<file path="config.mk">
export PLATFORM = sky130hd
export DESIGN_NAME = layer_field_gen
export DESIGN_NICKNAME = d
export VERILOG_FILES = /design/src/rtl/layer_field_gen.sv
export SDC_FILE = /design/constraint.sdc
export NUM_CORES = 1
export LEC_CHECK = 0
export CAP_MARGIN = 20
export CORE_AREA = 2 2 98 100
export DETAILED_ROUTE_END_ITERATION = 10
export DIE_AREA = 0 0 100 102
export DONT_BUFFER_PORTS = 1
export GPL_TIMING_DRIVEN = 0
export MAX_ROUTING_LAYER = met4
export PLACE_DENSITY = 0.76
export SLEW_MARGIN = 10
export SYNTH_ARGS = -nofsm -noshare
export SYNTH_HDL_FRONTEND = slang
export SYNTH_SLANG_ARGS = --single-unit
export TNS_END_PERCENT = 1
</file>
<file path="constraint.sdc">
create_clock -name clk -period 5.3 [get_ports clk]
set_clock_uncertainty 0.1 [all_clocks]
set_input_delay 1.06 -clock clk [delete_from_list [all_inputs] [get_ports clk]]
set_output_delay 1.06 -clock clk [all_outputs]
set_load 0.01 [all_outputs]
</file>
<file path="src/rtl/layer_field_gen.sv">
// layer_field_gen: scrolling block-layer field for SkyHop with pixel scroll animation,
// LFSR-generated top layers and a one-deep jump queue.
module layer_field_gen #(
  parameter int          N_LAYERS    = 5,
  parameter int          N_COLS      = 7,
  parameter int          LAYER_SPACE = 150,
  parameter int          SCROLL_STEP = 3,
  parameter logic [15:0] LFSR_SEED   = 16'hACE1
) (
  input  logic                       clk,
  input  logic                       rst,
  input  logic                       module_en,
  input  logic                       one_ms_tick,
  input  logic                       jump_left,
  input  logic                       jump_right,
  output logic [N_LAYERS*N_COLS-1:0] layer_map,
  output logic [N_LAYERS*N_COLS-1:0] block_type,
  output logic [9:0]                 scroll_offset,
  output logic                       busy,
  output logic [15:0]                layer_count
);
  localparam int W = N_LAYERS * N_COLS;
  localparam logic [15:0] SEED = (LFSR_SEED == 16'h0000) ? 16'h0001 : LFSR_SEED;
  localparam logic [15:0] EVEN16 = 16'h5555;
  localparam logic [15:0] ODD16 = 16'hAAAA;
  localparam logic [N_COLS-1:0] EVEN = EVEN16[N_COLS-1:0];
  localparam logic [N_COLS-1:0] ODD = ODD16[N_COLS-1:0];
  localparam logic [N_COLS-1:0] EVEN_LOW = {{(N_COLS-1){1'b0}}, 1'b1};
  localparam logic [N_COLS-1:0] ODD_LOW = {{(N_COLS-2){1'b0}}, 2'b10};
  localparam logic TOP_ODD = (N_LAYERS % 2) == 0;
  function automatic logic [W-1:0] init_map();
    logic [W-1:0] m;
    m = '0;
    for (int i = 0; i < N_LAYERS; i++) m[i*N_COLS +: N_COLS] = (i % 2 == 1) ? ODD : EVEN;
    return m;
  endfunction
  localparam logic [W-1:0] INIT_MAP = init_map();
  typedef enum logic [1:0] {IDLE, SCROLL, COMMIT} state_t;
  state_t             state_q, state_n;
  logic [W-1:0]       map_q, map_n, type_q, type_n;
  logic [9:0]         off_q, off_n;
  logic [15:0]        count_q, count_n, lfsr_q;
  logic               pending_q, pending_n, top_odd_q, top_n, busy_q, jump;
  logic [10:0]        sum;
  logic [N_COLS-1:0]  mask, cand, new_map, new_type;
  always_comb begin
    jump = jump_left | jump_right;
    sum = {1'b0, off_q} + 11'(SCROLL_STEP);
    // the new top layer always takes the parity opposite to the current top
    mask = top_odd_q ? EVEN : ODD;
    cand = lfsr_q[N_COLS-1:0] & mask;
    new_map = (cand == '0) ? (top_odd_q ? EVEN_LOW : ODD_LOW) : cand;
    new_type = lfsr_q[8 +: N_COLS] & new_map;
    state_n = state_q;
    pending_n = pending_q;
    off_n = off_q;
    map_n = map_q;
    type_n = type_q;
    top_n = top_odd_q;
    count_n = count_q;
    case (state_q)
      IDLE: begin
        state_n = (jump || pending_q) ? SCROLL : IDLE;
        pending_n = 1'b0;
      end
      SCROLL: begin
        state_n = (one_ms_tick && sum >= 11'(LAYER_SPACE)) ? COMMIT : SCROLL;
        off_n = (one_ms_tick && sum < 11'(LAYER_SPACE)) ? sum[9:0] : off_q;
        pending_n = pending_q | jump;
      end
      COMMIT: begin
        state_n = pending_q ? SCROLL : IDLE;
        pending_n = !pending_q && jump;
        off_n = '0;
        map_n = {new_map, map_q[W-1:N_COLS]};
        type_n = {new_type, type_q[W-1:N_COLS]};
        top_n = !top_odd_q;
        count_n = (&count_q) ? count_q : count_q + 16'd1;
      end
      default: state_n = IDLE;
    endcase
    if (!module_en) begin
      state_n = IDLE;
      pending_n = 1'b0;
      off_n = '0;
      map_n = INIT_MAP;
      type_n = '0;
      top_n = TOP_ODD;
      count_n = '0;
    end
  end
  always_ff @(posedge clk or posedge rst) begin
    if (rst) begin
      state_q <= IDLE;
      pending_q <= 1'b0;
      off_q <= '0;
      map_q <= INIT_MAP;
      type_q <= '0;
      top_odd_q <= TOP_ODD;
      count_q <= '0;
      busy_q <= 1'b0;
    end else begin
      state_q <= state_n;
      pending_q <= pending_n;
      off_q <= off_n;
      map_q <= map_n;
      type_q <= type_n;
      top_odd_q <= top_n;
      count_q <= count_n;
      busy_q <= state_n != IDLE;
    end
  end
  always_ff @(posedge clk or posedge rst) begin
    if (rst) lfsr_q <= SEED;
    else lfsr_q <= {1'b0, lfsr_q[15:1]} ^ (lfsr_q[0] ? 16'hB400 : 16'h0000);
  end
  assign layer_map = map_q;
  assign block_type = type_q;
  assign scroll_offset = off_q;
  assign busy = busy_q;
  assign layer_count = count_q;
endmodule

</file>
=== After elaboration in Yosys (flattened, before gate mapping) ===
Index checks and enable logic that the tools add are counted.

* Input bits: 6
* Logic and storage cells: 60
* Bits in latches: 0
* Memory bits (writable): 0
* Output and inout bits: 97
* Bits in read-only memories: 0
* Flip-flop bits (word level): 117
* Memories: 0

* Add/sub/neg operators: 2
* Shift-type cells: 0
* $mul: 0
* Reductions and logical operators: 12
* Bitwise gates (word level): 5
* Mux-type cells: 23
* Divide/modulo/power cells: 0
* Equality and inequality tests: 7
* $lt $le $gt $ge: 2

{| class="wikitable"
|+ Operators by type and width
! operator !! number
|-
| 35-bit two-way mux || 4
|-
| 16-bit two-way mux || 4
|-
| 10-bit two-way mux || 2
|-
| 10-bit one-hot mux with 2 select lines || 1
|-
| 16-bit by 1-bit adder with 16-bit output, second input constant || 1
|-
| 16-bit AND reduction || 1
|-
| 15-bit by 16-bit XOR with 16-bit output || 1
|-
| 7-bit bitwise AND || 2
|-
| 7-bit two-way mux || 2
|-
| 10-bit by 2-bit adder with 11-bit output, second input constant || 1
|-
| 11-bit by 8-bit greater-or-equal comparator with 1-bit output, second input constant || 1
|-
| 11-bit by 8-bit < comparator with 1-bit output, second input constant || 1
|-
| 7-bit zero test || 1
|-
| 2-bit two-way mux || 3
|-
| 2-bit one-hot mux with 3 select lines || 1
|-
| 1-bit two-way mux || 5
|-
| 4-bit by 1-bit inequality test with 1-bit output, second input constant || 1
|-
| 2-bit AND reduction || 2
|-
| 1-bit logical AND || 3
|-
| 3-bit by 1-bit inequality test with 1-bit output, second input constant || 1
|-
| 3-bit inequality test, second input constant || 1
|-
| 1-bit one-hot mux with 3 select lines || 1
|-
| 2-bit by 1-bit == test with 1-bit output, second input constant || 1
|-
| 2-bit == test, second input constant || 1
|-
| 7 further kinds || 9
|}

=== Depth between registers and ports, before layout ===
* Depth in word-level cells: 7
* Depth in mapped cells: 9
* Mapped depth without buffers: 8

=== Worst setup path after synthesis ===
OpenSTA, ideal clock, no wires.

* Path type: flip-flop to flip-flop
* Start point: register off_q[0] (netlist: scroll_offset[0])
* End point: register off_q[6] (netlist: scroll_offset[6])
* Setup slack: 2.691 ns
* Path buffers: 0
* Required time: 5.096 ns
* Clock period less this slack: 2.609 ns
* Setup time: 0.104 ns
* Stages on the path, launching flop included: 9
* Data arrival time: 2.406 ns
* Cell sequence: dfrtp_1 > inv_1 > ha_1 > nand3b_1 > or4_4 > a211oi_4 > nand2_2 > a21o_4 > o41ai_2

* Cells in the longest elaborated chain, start to end: 5
* Elaborated cells on any way between the ends: 8
* Those cells by class: add/sub: 1; order compare: 1; eq/ne: 1; mux: 3; reduce/logical: 2

{| class="wikitable"
|+ RTL lines
! element !! RTL line !! source
|-
| from (decl) || 41 || <nowiki>logic [9:0] off_q, off_n;</nowiki>
|-
| from (signal assigned) || 105 || <nowiki>off_q <= off_n;</nowiki>
|-
| 10-bit by 2-bit adder with 11-bit output (*) || 48 || <nowiki>sum = {1'b0, off_q} + 11'(SCROLL_STEP);</nowiki>
|-
| 11-bit by 8-bit < comparator with 1-bit output || 68 || <nowiki>off_n = (one_ms_tick && sum < 11'(LAYER_SPACE)) ? sum[9:0] : off_q;</nowiki>
|-
| 1-bit logical AND || 68 ||
|-
| 3-bit inequality test (no source line) || -- ||
|-
| 2-bit AND reduction (no source line) || -- ||
|}

Mark *: on every way between the ends. The rest lies on a longest branch, timed or not. The select of a mux whose other input is x is not followed.
A chain may end at the register's enable or synchronous reset.

=== Worst setup path in the final report ===
* Start point: register off_q[0] (netlist: scroll_offset[0])
* End point: register off_q[2] (netlist: scroll_offset[2])

The elaborated chain is that of the path after synthesis.

==> impl_metrics.py <==
metrics = {
    "outcome": {
        "status": "finished, final reports clean",
    },
    "synthesis": {
        "synth-compound-area-share_pct": 8.25,
        "synthMostInstantiatedCell": "dfrtp_1",
        "synth_edf_count": 0,
        "yosysUniqueCellTypes": 50,
        "synth_area_per_cell_um2": 11.1,
        "syn_area_um2": 5380,
        "netlist.area_leader.share_pct": 42.3,
        "synth_top_area_cell": "dfrtp_1",
        "ys_seq_elements": 117,
        "yosys_most_used_dff": "dfrtp_1",
        "ys_top_cells_by_area": "dfrtp_1 42%, dfstp_2 13%, mux2i_1 11%, nor2b_1 5.9%, nand2_1 3.0%",
        "yosys-top-cells-count": "91 x dfrtp_1, 60 x mux2i_1, 51 x nor2b_1, 43 x nand2_1",
        "syn_inst": 485,
        "seq_area_frac_synth_pct": 55.0,
        "synthMuxAreaShare_pct": 11.4,
        "yosys.area_share.adder_pct": 1.63,
        "synthArstFlopShare_pct": 100,
        "syn-num-nets": 498,
        "synthSimpleGateAreaFrac_pct": 17.7,
        "yosysWarningCount": 0,
        "synth-xor-area-share_pct": 2.93,
        "synth_top_family_by_area": "simple AND/OR/NAND/NOR gates",
    },
    "clock_tree": {
        "cts_setup_buffers": 0,
        "cts_buffer_depth": 2,
        "cts-resized-gates": 0,
        "holdBufCountCts": 0,
        "cts.sinks": 117,
        "cts_tree": "yes",
        "ctsHtreeMaxLevel": 4,
        "clkSlewWorstSetupHoldPaths_ns": 0.06,
        "cts-root-buf": "clkbuf_8",
        "cts_made_buffers": 17,
        "insertion_delay_ns": 0.51,
    },
    "drt": {
        "drc_errors": 0,
        "finalWirelength_um": 11800,
        "antenna_left": 0,
        "drtIter0Drc": 193,
        "dr.pass1.iters": 4,
        "via_per_inst": 5.87,
        "routedWlPerCell_um": 18.8,
        "vias": 3694,
    },
    "floorplanning": {
        "ioPinCount": 103,
        "die_h_um": 102,
        "rows": 35,
        "dieArea_um2": 10200,
        "die_w_um": 100,
        "core_area_um2": 9110,
        "initial_core_util_pct": 59.1,
    },
    "pwr": {
        "power.share.combinational_pct": 3.8,
        "powerDensity_nw_per_um2": 353,
        "internal_power_uw": 1700,
        "p_seq_share_pct": 41.6,
        "finalPower_uw": 2180,
        "net-switching-power_uw": 482,
        "p_clk_share_pct": 54.7,
        "switching_share_pct": 22.1,
        "p_leak_uw": 0.00253,
        "ir_drop_mv": 0.263,
    },
    "sta": {
        "relSlewSlack_pct": 38.9,
        "fmax_ghz": 0.324,
        "fin_crit_sh_pct": 58.3,
        "hold_viol": 0,
        "rsz0062_at_grt": "no",
        "setup-violations-final": 0,
        "layout_min_cycle_time_ns": 3.09,
        "worst_pin_slew_ns": 0.916,
        "maxSlewViolCount": 0,
    },
    "place": {
        "dp_hpwl_um": 7760,
        "port_buffers": 0,
        "gp_congestion": 0.879,
    },
    "finish": {
        "multi_input_area_um2": 2250,
        "fillCellCount": 706,
        "postLayoutCoreUtil_pct": 67.8,
        "fin_nets": 518,
        "areaGrowthSynthToFinish_pct": 14.7,
        "antennaDiodeCount": 0,
        "final-seq-area_um2": 2960,
        "drive_gt1_share_pct": 14.1,
    },
    "global_routing": {
        "grt_antenna_before_repair": 0,
        "grt.total_usage_pct": 25.5,
        "grt_pass1_wl_um": 19200,
        "overflow": 0,
        "grt_pass1_vias": 3733,
        "grt_max_degree": 62,
    },
    "job": {
        "drv_cap": 0,
    },
    "critical_path": {
        "worst-endpoint-arrival_ns": 3.37,
        "critPathMaxFanout": 8,
        "setup.worst_path.class": "register to register",
        "end_kind": "register",
        "critPathLaunchType": "register",
        "worstPathRequired_ns": 5.58,
    },
    "min_path": {
        "hold_class": "register to register",
    },
}
==> kinds of logic (layout without fill, tap and decap cells) <==
| kind of cell | count (synthesis) | count (layout) |
|---|---|---|
| xor gates and xnor gates | 18 | 18 |
| AOI/OAI and AO/OA | 62 | 62 |
| DFF | 117 | 117 |
| adders and majority gates | 7 | 7 |
| muxes | 61 | 61 |
| buffers and inverters | 43 | 76 |
| and+or+nand+nor | 177 | 177 |
==> metrics by stage <==
stage	setup WS [ns]	TNS [ns]	hold WS, ns	cells	area, um^2
after detailed placement	2.28	0	0.247	597	5550
final	2.21	0	0.249	629	6170
after global placement	-0.0595	-4.88	0.247	596	5520
after floorplan	1.08	0	0.245	485	5380
after global routing	2.05	0	0.261	629	6170
after CTS	2.24	0	0.254	629	6170
==> sequential cells by signal (all words and copies together) (netlist names) <==
name and cells:
state_q 2, lfsr_q 16, busy 1, block_type 35, pending_q 1, scroll_offset 10
top_odd_q 1, layer_map 35, layer_count 16
==> worst paths after layout <==
check / start / to / slack (ns) / cells past startpoint
min in group asynchronous: rst / layer_map[9] / 0.37 / 1
max in group asynchronous: rst / lfsr_q[7] / 4.02 / 2
setup / recovery: scroll_offset[0] / scroll_offset[2] / 2.21 / 8
hold reg to reg: lfsr_q[7] / lfsr_q[6] / 0.25 / 0
hold / removal: lfsr_q[7] / lfsr_q[6] / 0.25 / 0
setup reg to reg: scroll_offset[0] / scroll_offset[2] / 2.21 / 8
==> power by group through the flow <==
stage	Combinational (uW)	Sequential, uW	Clock (uW)
after CTS	83.7	906	1200
after detailed placement	82.9	921	0
after global placement	78.0	921	0
after global routing	93.7	906	1250
final	81.7	906	1190
after floorplan	60.5	919	0
==> worst max-delay path, cell delays in order (launching register included) <==
cell and delay (ns):
dfrtp_1 0.54, inv_1 0.12, ha_1 0.31, nand3b_1 0.36
or4_4 0.59, a211oi_4 0.37, nor2b_1 0.11, a211oi_1 0.31
o22ai_1 0.14
==> layout by cell type, fill, tap and decap left out, types with 6 or more instances in the layout <==
cell and count:
dfrtp_1 91, mux2i_1 60, nor2b_1 51, nand2_1 43
clkbuf_1 27, dfstp_2 26, o21ai_0 18, and2_1 16
clkbuf_16 16, nor2_1 15, nand3_1 15, inv_1 14
xor2_1 11, nand2b_1 8, a21boi_0 8, xnor2_1 7
ha_1 7, nor3_1 6, nand4_1 6, a21oi_1 6
==> per-layer routing <==
metal  track usage (%)  wire (um)  vias up
li1                  -          -     1701
met2              38.9       5840      116
met4              8.11        159        0
met5                 -          0        -
met1              32.8       4980     1860
met3              8.07        829       17
==> final cells by class <==
type,instances,share of cell area [%]
flip-flops and latches,117,48.0
multi-input cells,325,36.5
clock buffers,18,6.77
clock inverters,14,3.26
well taps,111,2.25
plain buffers,28,1.78
inverters,15,0.993
repair buffers,1,0.446
(Power assumes the default switching activity.)
